File: src/rtl/div_pkg.sv
// Shared types and constants for the sequential signed divider.
package div_pkg;

  typedef enum logic [1:0] {IDLE, BUSY, DONE} div_state_e;

  localparam int DIV_WIDTH = 16;
  localparam int CNT_W     = $clog2(DIV_WIDTH);

endpackage

File: src/rtl/div_step.sv
// One restoring-division step on unsigned magnitudes: shift {rem,quo} left, trial-subtract the divisor.
module div_step #(
  parameter int WIDTH = 16
) (
  input  logic [WIDTH-1:0] rem,
  input  logic [WIDTH-1:0] quo,
  input  logic [WIDTH-1:0] dvsr,
  output logic [WIDTH-1:0] rem_next,
  output logic [WIDTH-1:0] quo_next
);

  logic [WIDTH:0] shifted;
  logic [WIDTH:0] trial;

  // rem < dvsr always holds, so the shifted value fits and bit WIDTH of trial is its sign
  assign shifted = {rem, quo[WIDTH-1]};
  assign trial   = shifted - {1'b0, dvsr};

  always_comb begin
    rem_next = shifted[WIDTH-1:0];
    quo_next = {quo[WIDTH-2:0], 1'b0};
    if (!trial[WIDTH]) begin
      rem_next = trial[WIDTH-1:0];
      quo_next = {quo[WIDTH-2:0], 1'b1};
    end
  end

endmodule

File: src/rtl/seq_signed_divider.sv
// Iterative signed divider: sign/magnitude capture, WIDTH restoring steps, sign fix-up on the last step.
module seq_signed_divider
  import div_pkg::*;
#(
  parameter int WIDTH = DIV_WIDTH
) (
  input  logic             clk,
  input  logic             rst_n,
  input  logic             src_valid,
  output logic             src_ready,
  input  logic [WIDTH-1:0] dividend,
  input  logic [WIDTH-1:0] divisor,
  output logic             dest_valid,
  input  logic             dest_ready,
  output logic [WIDTH-1:0] quotient,
  output logic [WIDTH-1:0] remainder,
  output logic             div_by_zero
);

  localparam int            CW   = $clog2(WIDTH);
  localparam logic [CW-1:0] LAST = CW'(WIDTH - 1);

  div_state_e       state, state_next;
  logic [WIDTH-1:0] rem, quo, dvsr;
  logic [WIDTH-1:0] rem_step, quo_step;
  logic [WIDTH-1:0] dividend_mag, divisor_mag;
  logic [CW-1:0]    cnt;
  logic             sign_q, sign_r;
  logic             accept, zero_dvsr;

  assign accept       = src_valid && src_ready;
  assign zero_dvsr    = (divisor == '0);
  // the most negative value maps to 2^(WIDTH-1), which is still exact as unsigned
  assign dividend_mag = dividend[WIDTH-1] ? -dividend : dividend;
  assign divisor_mag  = divisor[WIDTH-1]  ? -divisor  : divisor;

  div_step #(.WIDTH(WIDTH)) u_step (
    .rem      (rem),
    .quo      (quo),
    .dvsr     (dvsr),
    .rem_next (rem_step),
    .quo_next (quo_step)
  );

  always_ff @(posedge clk or negedge rst_n) begin
    if (!rst_n) state <= IDLE;
    else        state <= state_next;
  end

  always_comb begin
    state_next = state;
    src_ready  = 1'b0;
    dest_valid = 1'b0;
    case (state)
      IDLE: begin
        src_ready = 1'b1;
        if (src_valid) state_next = zero_dvsr ? DONE : BUSY;
      end
      BUSY: begin
        if (cnt == LAST) state_next = DONE;
      end
      DONE: begin
        dest_valid = 1'b1;
        if (dest_ready) state_next = IDLE;
      end
      default: state_next = IDLE;
    endcase
  end

  always_ff @(posedge clk or negedge rst_n) begin
    if (!rst_n) begin
      rem         <= '0;
      quo         <= '0;
      dvsr        <= '0;
      cnt         <= '0;
      sign_q      <= 1'b0;
      sign_r      <= 1'b0;
      quotient    <= '0;
      remainder   <= '0;
      div_by_zero <= 1'b0;
    end else if (accept) begin
      sign_q <= dividend[WIDTH-1] ^ divisor[WIDTH-1];
      sign_r <= dividend[WIDTH-1];
      rem    <= '0;
      quo    <= dividend_mag;
      dvsr   <= divisor_mag;
      cnt    <= '0;
      if (zero_dvsr) begin
        quotient    <= '1;
        remainder   <= dividend;
        div_by_zero <= 1'b1;
      end
    end else if (state == BUSY) begin
      rem <= rem_step;
      quo <= quo_step;
      if (cnt == LAST) begin
        quotient    <= sign_q ? -quo_step : quo_step;
        remainder   <= sign_r ? -rem_step : rem_step;
        div_by_zero <= 1'b0;
      end else begin
        cnt <= cnt + 1'b1;
      end
    end
  end

endmodule

File: config.mk
export PLATFORM = sky130hd
export DESIGN_NAME = seq_signed_divider
export DESIGN_NICKNAME = d
export VERILOG_FILES = /design/src/rtl/div_pkg.sv /design/src/rtl/div_step.sv /design/src/rtl/seq_signed_divider.sv
export SDC_FILE = /design/constraint.sdc
export NUM_CORES = 1
export LEC_CHECK = 0
export BUFFER_PORTS_ARGS = -buffer_cell sky130_fd_sc_hd__buf_2
export CORE_MARGIN = 3
export CORE_UTILIZATION = 35
export CTS_CLUSTER_DIAMETER = 200
export DETAILED_ROUTE_END_ITERATION = 16
export GPL_TIMING_DRIVEN = 0
export PLACE_DENSITY = 0.65
export REMOVE_ABC_BUFFERS = 1
export SLEW_MARGIN = 20
export SYNTH_ARGS = -nofsm -noshare
export SYNTH_HDL_FRONTEND = slang
export SYNTH_HIERARCHICAL = 1
export SYNTH_SLANG_ARGS = --single-unit
export TNS_END_PERCENT = 30
File: constraint.sdc
create_clock -name clk -period 4.55 [get_ports clk]
set_input_delay 0.2275 -clock clk [delete_from_list [all_inputs] [get_ports clk]]
set_output_delay 0.2275 -clock clk [all_outputs]
set_load 0.03 [all_outputs]
Word level (Yosys, flattened, before mapping)
Cells that the tools add are included.
{"block": "word_totals", "output_inout_bits": 35, "reg_bits": 89, "elab_cells": 65}
{"block": "op_classes", "reduce_logical": 8, "eq_ne": 8, "add_sub_neg": 6, "mux": 32, "bitwise_logic": 1}
{"operator": "2-to-1 mux 16 bit", "n": 17}
{"operator": "negation 16 bit", "n": 4}
{"operator": "subtractor 17 x 16 -> 17 bit", "n": 1}
{"operator": "zero test 16 bit", "n": 1}
{"operator": "2-to-1 mux 4 bit", "n": 3}
{"operator": "2-to-1 mux 2 bit", "n": 4}
{"operator": "!= test 2 bit (second input constant)", "n": 4}
{"operator": "2-to-1 mux 1 bit", "n": 7}
{"operator": "one-hot mux 2 bit (3 select lines)", "n": 1}
{"operator": "AND reduction 3 bit", "n": 2}
{"operator": "adder 4 x 1 -> 4 bit (second input constant)", "n": 1}
{"operator": "== test 4 bit (second input constant)", "n": 1}
{"operator": "nonzero test 2 bit", "n": 2}
{"operator": "== test 2 x 1 -> 1 bit (second input constant)", "n": 1}
{"operator": "== test 2 bit (second input constant)", "n": 1}
{"operator": "zero test 2 bit", "n": 1}
{"operator": "!= test 2 x 1 -> 1 bit (second input constant)", "n": 1}
{"operator": "AND reduction 2 bit", "n": 1}
{"operator": "logical AND 1 bit", "n": 1}
{"operator": "XOR 1 bit", "n": 1}

Longest topological paths before layout
Gate-level depths: netlist of the first run.
{"block": "depth", "ltp_word": 7, "depth_mapped": 18, "depth_no_buf": 17}

Modules after synthesis
Netlist of the first run, hierarchy kept.
{"mod": "seq_signed_divider", "cells_per_inst": 520, "seq_area_each_um2": 2227.1, "area_per_inst_um2": 4799.6, "instances": 1}
{"mod": "div_step", "cells_per_inst": 143, "seq_area_each_um2": 0.0, "area_per_inst_um2": 1124.8, "instances": 1}

Worst setup path before layout of the first run
Ideal clock, no wire load.
{"block": "synth_path", "path_type": "reg2reg", "start": "register rem[1]", "end": "register remainder[14]", "arrival_ps": 4144, "slack_ps": 268, "required_ps": 4413, "path_buffers": 1, "stages_incl_launch_ff": 15, "synth_period_minus_slack_ps": 4282, "setup_ps": 137, "cell_sequence": "dfrtp_1 > ha_1 > nor2b_1 > o31a_1 > o41a_1 > and4_4 > a311oi_2 > xnor2_2 > buf_6 > mux2_4 > or4_1 > or3_1 > o31ai_1 > xor2_1 > a21oi_1"}
{"block": "synth_via", "elab_chain_cells": 7}
{"item": "start: declaration", "line": "seq_signed_divider.sv:24", "text": "logic [WIDTH-1:0] rem, quo, dvsr;"}
{"item": "start signal: assignment", "line": "seq_signed_divider.sv:94", "text": "rem <= rem_step;"}
{"item": "subtractor 17 x 16 -> 17 bit", "line": "div_step.sv:17", "text": "assign trial = shifted - {1'b0, dvsr};"}
{"item": "2-to-1 mux 16 bit", "line": "div_step.sv:22", "text": "if (!trial[WIDTH]) begin"}
{"item": "via rem_step[10]", "line": "seq_signed_divider.sv:25", "text": "logic [WIDTH-1:0] rem_step, quo_step;"}
{"item": "negation 16 bit", "line": "seq_signed_divider.sv:98", "text": "remainder <= sign_r ? -rem_step : rem_step;"}
{"item": "2-to-1 mux 16 bit", "line": "seq_signed_divider.sv:98"}
{"item": "2-to-1 mux 16 bit", "line": "seq_signed_divider.sv:96", "text": "if (cnt == LAST) begin"}
{"item": "2-to-1 mux 16 bit", "line": "seq_signed_divider.sv:93", "text": "end else if (state == BUSY) begin"}
{"item": "2-to-1 mux 16 bit", "line": "seq_signed_divider.sv:81", "text": "end else if (accept) begin"}
{"item": "end signal: assignment", "line": "seq_signed_divider.sv:90", "text": "remainder <= dividend;"}
{"item": "end signal: assignment", "line": "seq_signed_divider.sv:98"}
{"item": "end: declaration", "line": "seq_signed_divider.sv:16", "text": "output logic [WIDTH-1:0] remainder,"}
The timed path passes the listed nets, and every way through them passes these cells. The select of a mux whose other input is x is not followed.
A chain may end at the register's enable or synchronous reset.

Final worst setup path of the first run
{"block": "layout_path", "start": "register quo[15]", "end": "register remainder[14]"}
{"block": "layout_via", "elab_chain_cells": 7}
{"item": "start: declaration", "line": "seq_signed_divider.sv:24"}
{"item": "start signal: assignment", "line": "seq_signed_divider.sv:85", "text": "quo <= dividend_mag;"}
{"item": "start signal: assignment", "line": "seq_signed_divider.sv:95", "text": "quo <= quo_step;"}
{"item": "subtractor 17 x 16 -> 17 bit", "line": "div_step.sv:17"}
{"item": "2-to-1 mux 16 bit", "line": "div_step.sv:22"}
{"item": "via rem_step[10]", "line": "seq_signed_divider.sv:25"}
{"item": "negation 16 bit", "line": "seq_signed_divider.sv:98"}
{"item": "2-to-1 mux 16 bit", "line": "seq_signed_divider.sv:98"}
{"item": "2-to-1 mux 16 bit", "line": "seq_signed_divider.sv:96"}
{"item": "2-to-1 mux 16 bit", "line": "seq_signed_divider.sv:93"}
{"item": "2-to-1 mux 16 bit", "line": "seq_signed_divider.sv:81"}
The timed path passes the listed nets, and every way through them passes these cells. The select of a mux whose other input is x is not followed.

==> metrics.txt, run 1 <==
run status=completed; distinct cell type count after synthesis=66; Post-synth EDFFs=0; kind of end point of the critical path=register; fmax=approximately 0.23 GHz; ys flop type=dfrtp_1; Fillers=1607; routed via count=just under 5000; layout net count=about 770; Post-DP Area=between 6000 and 7000 µm²; Util after Layout=0.4245; Setup TNS=0 ns; final setup violation count=0; row count=46; sequential area share after synthesis=0.3759; RSZ-0062 raised after global routing=no; Pre-antenna DRT Iters=4; initial antenna violation count=0; CTS tree=yes; Initial Util=0.3650; Hold WC Path Type=input pin to register; Final period util=0.9640; largest net degree at the start of global routing=62; GRT overflow=0; most frequent cells in the layout=89 x dfrtp_1, 69 x buf_2, 64 x nand2_1; port bufs=70; vias in the first global route=between 4000 and 5000; DRC viols=0; ANT cells=0; critical path class=register to register; Clk pin slew, worst setup/hold paths=roughly 0.07 ns; Largest stage delay, worst path=roughly 0.55 ns; Crit path max-delay family=compound AO/OA/AOI/OAI gates; cts bufs inserted=9; die area=~19000 µm²; Syn. warnings=6; insertion delay to the later sink of the worst-skew pair=between 0.3 and 0.4 ns; async set-reset flop share out of synthesis=1.000; CP max FO=5; design area=just under 7000 µm²; Final HPWL DP=10850 µm; Setup WS pre-CTS=-0.2992 ns; final setup margin=0.1640 ns; slowest CP cell=or4_4; Tightest Pin Transition=slightly above 1 ns; most common cell after layout, fill and taps aside=dfrtp_1; clock buffer depth=2; Final min period=between 4 and 5 ns; relative slew slack=0.3193; Total GRT Usage=0.1642; die width=136.1 µm; crit path DAT=around 4.6 ns; initial drt markers=roughly 300; Final ANT Viol Nets=0; RePlAce Congestion=0.8455; Core Footprint=16230 µm²; Mapped Area=between 5000 and 6000 µm²; skew final=0.009179 ns; share of cells above drive strength 1=0.1978; synthesis-to-finish area growth=16.30%; syn avg cell area=around 9 µm²; wire length per cell=15.84 µm; synthesis-stage register bit count=89; crit-path cells=inv_2, ha_4, fa_2, nor2b_1, o31a_1, o41a_1, and4_4, a311oi_4, buf_12, xnor2_4, mux2_4, or4_4, or3_4, o31ai_2, xor2_1, a21oi_1; crit path launch type=register; Routed WL=between 10000 and 15000 µm; final hold vios=0; fin. max-slew vios=0; CTS Sinks=89; Die Ht=between 100 and 150 µm; CP required=4.79 ns; Cells after Synth=around 660; H-tree Lvls=3; max cap viols=0; first-pass GRT wire length=24160 µm; WP buf/inv=2; IO Count=71; clock root buffer=clkbuf_16; Via-to-Cell Ratio=roughly 5.3
path summary, 6_finish.rpt:
kind	start	end	slack [ns]	cells after the start
max reg2reg	quo[15]$_DFFE_PN0P_	remainder[14]$_DFFE_PN0P_	0.16	16
min in group asynchronous	rst_n	dvsr[2]$_DFFE_PN0P_	0.32	2
min reg2reg	dvsr[11]$_DFFE_PN0P_	dvsr[11]$_DFFE_PN0P_	0.48	2
max in group asynchronous	rst_n	quotient[12]$_DFFE_PN0P_	3.64	3
max	quo[15]$_DFFE_PN0P_	remainder[14]$_DFFE_PN0P_	0.16	16
min	dest_ready	state[1]$_DFFE_PN0P_	0.05	2
cells in the mapped netlist, drive strengths merged, types with 9 or more instances:
library cell	number	area [µm²]
xor2	36	315.3
nand2	64	240.2
a21oi	46	230.2
mux2i	10	100.1
a22o	14	122.6
xnor2	29	261.5
ha	21	262.8
inv	30	112.6
or3	9	61.31
o31ai	17	141.4
nor2	60	225.2
buf	22	158.9
clkbuf	22	82.58
dfrtp	89	2227
nand3	11	55.05
mux2	14	183.9
o21ai	61	305.3
sequential cells by signal (all words and copies together), names as in the netlist:
name / cells
cnt: 4
div_by_zero: 1
dvsr: 16
quo: 16
quotient: 16
rem: 16
remainder: 16
sign_q: 1
sign_r: 1
state: 2
area by class of cell:
type	instances	area [µm²]	share of cell area
multi-input combinational	502	3501	0.5081
sequential	89	2227	0.3232
timing repair buffer	81	496.7	0.07209
tap	216	270.3	0.03922
clock buffer	10	239.0	0.03468
inverter	30	112.6	0.01634
clock inverter	6	43.79	0.006356
per-stage QoR:
step | cells | hold WS [ns]
5_1_grt | 934 | 0.06160
3_5_place_dp | 911 | 0.1311
4_1_cts | 932 | 0.03762
2_1_floorplan | 619 | -0.06809
6_report | 934 | 0.04954
3_3_place_gp | 905 | 0.4274
what timing repair did:
| action | in CTS | in global routing |
|---|---|---|
| hold buffers | 1 | 0 |
| pin swaps | 3 | 4 |
| hold endpoints to repair | 28 | 0 |
| resized for setup | 12 | 7 |
| gates cloned | 2 | 0 |
| buffers inserted | 2 | 2 |
| setup endpoints to repair | 9 | 8 |
logic make-up (layout without fill, tap and decap cells):
group           after synthesis  after routing  share of synthesized area
simple gates                197            197                     0.1611
flops                        89             89                     0.3759
buf+inv                      74            127                    0.05977
fa+ha+maj                    22             22                    0.04773
xor+xnor                     65             67                    0.09736
compound gates              192            192                     0.2101
mux                          24             24                    0.04794
worst register-to-register path, cell delays in order, from the launching register on:
cell	delay, ns
dfrtp_1	0.39
inv_2	0.11
ha_4	0.17
fa_2	0.23
nor2b_1	0.06
o31a_1	0.28
o41a_1	0.38
and4_4	0.23
a311oi_4	0.29
buf_12	0.18
xnor2_4	0.18
mux2_4	0.35
or4_4	0.55
or3_4	0.35
o31ai_2	0.21
xor2_1	0.22
a21oi_1	0.09
metal layers:
metal / share of wire / vias to the layer above / track usage
li1: - / 2463 / -
met1: 0.48 / 2347 / 0.2345
met2: 0.46 / 91 / 0.2490
met3: 0.042 / 16 / 0.03183
met4: 0.015 / 0 / 0.05543
met5: 0 / - / 0
Power of run 1 is not shown: default switching activity piles up to over one toggle a cycle in this logic, so the estimate is an artifact.
==> run 2: changes to the inputs <==
CORE_UTILIZATION = 59   (was 35)
PLACE_DENSITY = 0.92   (was 0.65)
clock period = 4.7 ns   (was 4.55 ns; I/O delays follow)
==> metrics.txt, run 2 (same netlist as run 1, synthesis figures left out) <==
Final period util=0.9785; critical path class=register to register; die width=around 110 µm; fin. max-slew vios=0; CTS tree=yes; Die Ht=106.2 µm; Routed WL=between 15000 and 20000 µm; die area=roughly 11000 µm²; insertion delay to the later sink of the worst-skew pair=roughly 0.37 ns; clock root buffer=clkbuf_8; share of cells above drive strength 1=0.1930; final hold vios=0; GRT overflow=0; Worst R2R Setup Slack=roughly 0.1 ns; Fillers=around 690; Clk pin slew, worst setup/hold paths=roughly 0.11 ns; CTS Sinks=between 80 and 90; CP required=4.90 ns; vias in the first global route=between 5000 and 6000; CP max FO=10; Final ANT Viol Nets=0; CP endpoint=remainder[15]$_DFFE_PN0P_; max cap viols=0; first-pass GRT wire length=24610 µm; Final HPWL DP=approximately 11000 µm; relative slew slack=0.2851; Total GRT Usage=0.2675; most common cell after layout, fill and taps aside=dfrtp_1; initial drt markers=around 430; DRC viols=0; ANT cells=0; Worst R2R Start=quo[15]$_DFFE_PN0P_; layout net count=approximately 770; IO Count=between 70 and 80; port bufs=70; Via-to-Cell Ratio=around 6.3; crit path DAT=between 4 and 5 ns; final setup violation count=0; clock buffer depth=2; RePlAce Congestion=0.8957; Core Footprint=9503 µm²; kind of end point of the critical path=register; wire length per cell=around 18 µm; worst reg-to-reg path cell count=17; Min Hold Slack=roughly 0.028 ns; run status=completed; CP startpoint=quo[15]$_DFFE_PN0P_; met3 Resource Use GR=0.04736; Global Route met2 Usage=0.4240; initial antenna violation count=0; H-tree Lvls=3; routed via count=5340; largest net degree at the start of global routing=50; Final min period=around 4.6 ns; M1 GR Usage=0.3619; Pre-antenna DRT Iters=5; skew final=roughly 0.02 ns; synthesis-to-finish area growth=11.76%; fmax=0.2175 GHz; row count=35; Tightest Pin Transition=1.071 ns; Most Crowded Layer GR=met2; most frequent cells in the layout=89 x dfrtp_1, 69 x buf_2, 64 x nand2_1; cts bufs inserted=9; crit path launch type=register; Hold WC Path Type=input pin to register; Initial Util=0.6234; r2r endpoint=remainder[15]$_DFFE_PN0P_
run 2: cell count changes in the layout (fill, tap and decap cells not counted), sizes merged:
| cell | change |
|---|---|
| clkinvlp | +1 |
| xnor2 | -1 |
| inv | +2 |
| clkinv | -3 |
| buf | -2 |
run 2: worst min path at each step:
| stage | cells after the start | to | startpoint |
|---|---|---|---|
| floorplan | 0 | cnt[0]$_DFFE_PN0P_ | rst_n |
| global placement | 2 | state[1]$_DFFE_PN0P_ | dest_ready |
| detailed placement | 1 | quotient[14]$_DFFE_PN0P_ | rst_n |
| CTS | 2 | state[1]$_DFFE_PN0P_ | dest_ready |
| global route | 2 | state[1]$_DFFE_PN0P_ | dest_ready |
| finish | 2 | state[1]$_DFFE_PN0P_ | dest_ready |
run 2: timing repair:
action | in CTS | in global routing
setup buffers | 2 | 1
cloned | 1 | 0
endpoints found under the setup margin | 5 | 9
pin swaps | 2 | 2
gates resized for setup | 4 | 10
endpoints found under the hold margin | 40 | 0
hold buffers | 1 | 0
run 2: area by class of cell:
type	instances	area, µm²	area share
multi-input combinational	501	3450	0.5210
sequential	89	2227	0.3364
timing repair buffer	79	483.0	0.07294
tap	129	161.4	0.02438
clock buffer	10	137.6	0.02079
inverter	30	112.6	0.01701
clock inverter	6	50.05	0.007559
run 2: per-stage QoR:
step	std cells	setup TNS [ns]	worst slack (ns)	area [µm²]	util
2_1_floorplan	619	0	0.1786	5683	-
3_3_place_gp	818	-2.507	-0.4044	6195	0.6519
3_5_place_dp	823	-0.3830	-0.1974	6311	0.6641
4_1_cts	843	0	0.03567	6566	0.6910
5_1_grt	844	-0.02722	-0.02722	6621	0.6968
6_report	844	0	0.1012	6621	0.6968
run 2: critical path, stage by stage (launching register included):
cell	delay (ns)
dfrtp_1	0.42
inv_2	0.10
ha_2	0.20
fa_2	0.22
nor2b_1	0.06
o31a_1	0.26
o41a_1	0.39
and4_4	0.24
a311oi_4	0.26
buf_4	0.18
xnor2_4	0.12
buf_12	0.16
mux2_2	0.38
or4_4	0.59
or3_1	0.42
o21ai_2	0.17
xor2_1	0.16
a211oi_1	0.08
run 2: routing by layer:
layer,routed length [µm],vias to the layer above
li1,-,2442
met1,6170,2551
met2,7105,288
met3,1175,59
met4,590,0
met5,0,-
Power of run 2 is left out for the same reason.
==> run 3: changes to the inputs <==
CAP_MARGIN = 20   (was not set)
MAX_ROUTING_LAYER = met4   (was not set)
==> metrics.txt, run 3 (same netlist as run 1, synthesis figures left out) <==
run status=completed; Hold WC Path Type=input pin to register; Pre-antenna DRT Iters=5; Core Footprint=approximately 9500 µm²; critical path class=register to register; fin. max-slew vios=0; Final HPWL DP=10550 µm; GRT overflow=0; Final ANT Viol Nets=0; IO Count=slightly above 70; crit path DAT=a little under 5 ns; Worst R2R Setup Slack=0.05 ns; cts bufs inserted=9; die width=106.2 µm; die area=between 10000 and 15000 µm²; final hold vios=0; fmax=approximately 0.22 GHz; crit path launch type=register; wire length per cell=18.48 µm; CP required=4.91 ns; RePlAce Congestion=0.9121; initial antenna violation count=0; Clk pin slew, worst setup/hold paths=0.11 ns; ANT cells=0; most frequent cells in the layout=89 x dfrtp_1, 69 x buf_2, 64 x nand2_1; CTS Sinks=between 80 and 90; CTS tree=yes; routed via count=~5400; vias in the first global route=around 5300; largest net degree at the start of global routing=46; Routed WL=15580 µm; final setup violation count=0; clock root buffer=clkbuf_8; Total GRT Usage=0.2815; row count=35; synthesis-to-finish area growth=11.78%; relative slew slack=0.2400; insertion delay to the later sink of the worst-skew pair=~0.37 ns; Final period util=0.9883; Tightest Pin Transition=between 1 and 1.5 ns; most common cell after layout, fill and taps aside=dfrtp_1; share of cells above drive strength 1=0.1877; Die Ht=106.2 µm; DRC viols=0; skew final=0.01988 ns; kind of end point of the critical path=register; Initial Util=0.6234; port bufs=70; CP max FO=6; max cap viols=0; Via-to-Cell Ratio=approximately 6.4; Setup TNS=0 ns; first-pass GRT wire length=between 20000 and 30000 µm; layout net count=767; Final min period=about 4.6 ns; clock buffer depth=2; initial drt markers=about 580; H-tree Lvls=3
-- run 3: area by class of cell --
class	instances	area, µm²
timing repair buffer	77	460.4
tap	129	161.4
clock buffer	10	127.6
multi-input combinational	502	3461
clock inverter	6	72.57
fill	677	2880
sequential	89	2227
inverter	30	112.6
-- run 3: critical path, stage by stage, from the launching register on --
cell      delay [ns]
dfrtp_1         0.42
inv_1           0.17
ha_2            0.22
fa_2            0.22
nor2b_1         0.06
o31a_1          0.27
o41a_1          0.39
and4_4          0.24
a311oi_4        0.30
buf_12          0.18
xnor2_2         0.21
mux2_4          0.38
or4_4           0.52
or3_1           0.38
o31ai_2         0.24
xor2_1          0.19
a21oi_1         0.08
-- run 3: stage by stage --
step	cells	utilization	worst slack, ns	hold WS (ns)	cell area [µm²]
after floorplan	619	-	0.1786	-0.06059	5683
after global placement	818	0.6519	-0.4105	0.4325	6195
after detailed placement	823	0.6633	-0.1042	0.2675	6304
after CTS	842	0.6920	-0.007168	0.04175	6576
after global routing	843	0.6969	-0.03175	0.04836	6623
final	843	0.6969	0.05485	0.03603	6623
-- run 3: repair_timing --
action / CTS / global route
pin swaps: 2 / 2
setup endpoints to repair: 5 / 9
resized for setup: 3 / 9
hold buffers: 1 / 0
setup buffers: 1 / 0
hold endpoints to repair: 44 / 0
gates cloned: 1 / 1
-- run 3: routing by layer --
| metal | wire, µm | track usage |
|---|---|---|
| met5 | 0 | - |
| met4 | 415 | 0.1119 |
| met2 | 7620 | 0.4552 |
| met1 | 6281 | 0.3565 |
| met3 | 1259 | 0.04432 |
-- run 3: worst paths after layout --
path	from	endpoint	cells past startpoint
setup / recovery	quo[15]$_DFFE_PN0P_	remainder[14]$_DFFE_PN0P_	16
hold / removal	dest_ready	state[1]$_DFFE_PN0P_	2
setup reg to reg	quo[15]$_DFFE_PN0P_	remainder[14]$_DFFE_PN0P_	16
hold reg to reg	dvsr[2]$_DFFE_PN0P_	dvsr[2]$_DFFE_PN0P_	2
max in group asynchronous	rst_n	rem[6]$_DFFE_PN0P_	3
min in group asynchronous	rst_n	quotient[13]$_DFFE_PN0P_	2
Power of run 3 is left out for the same reason.
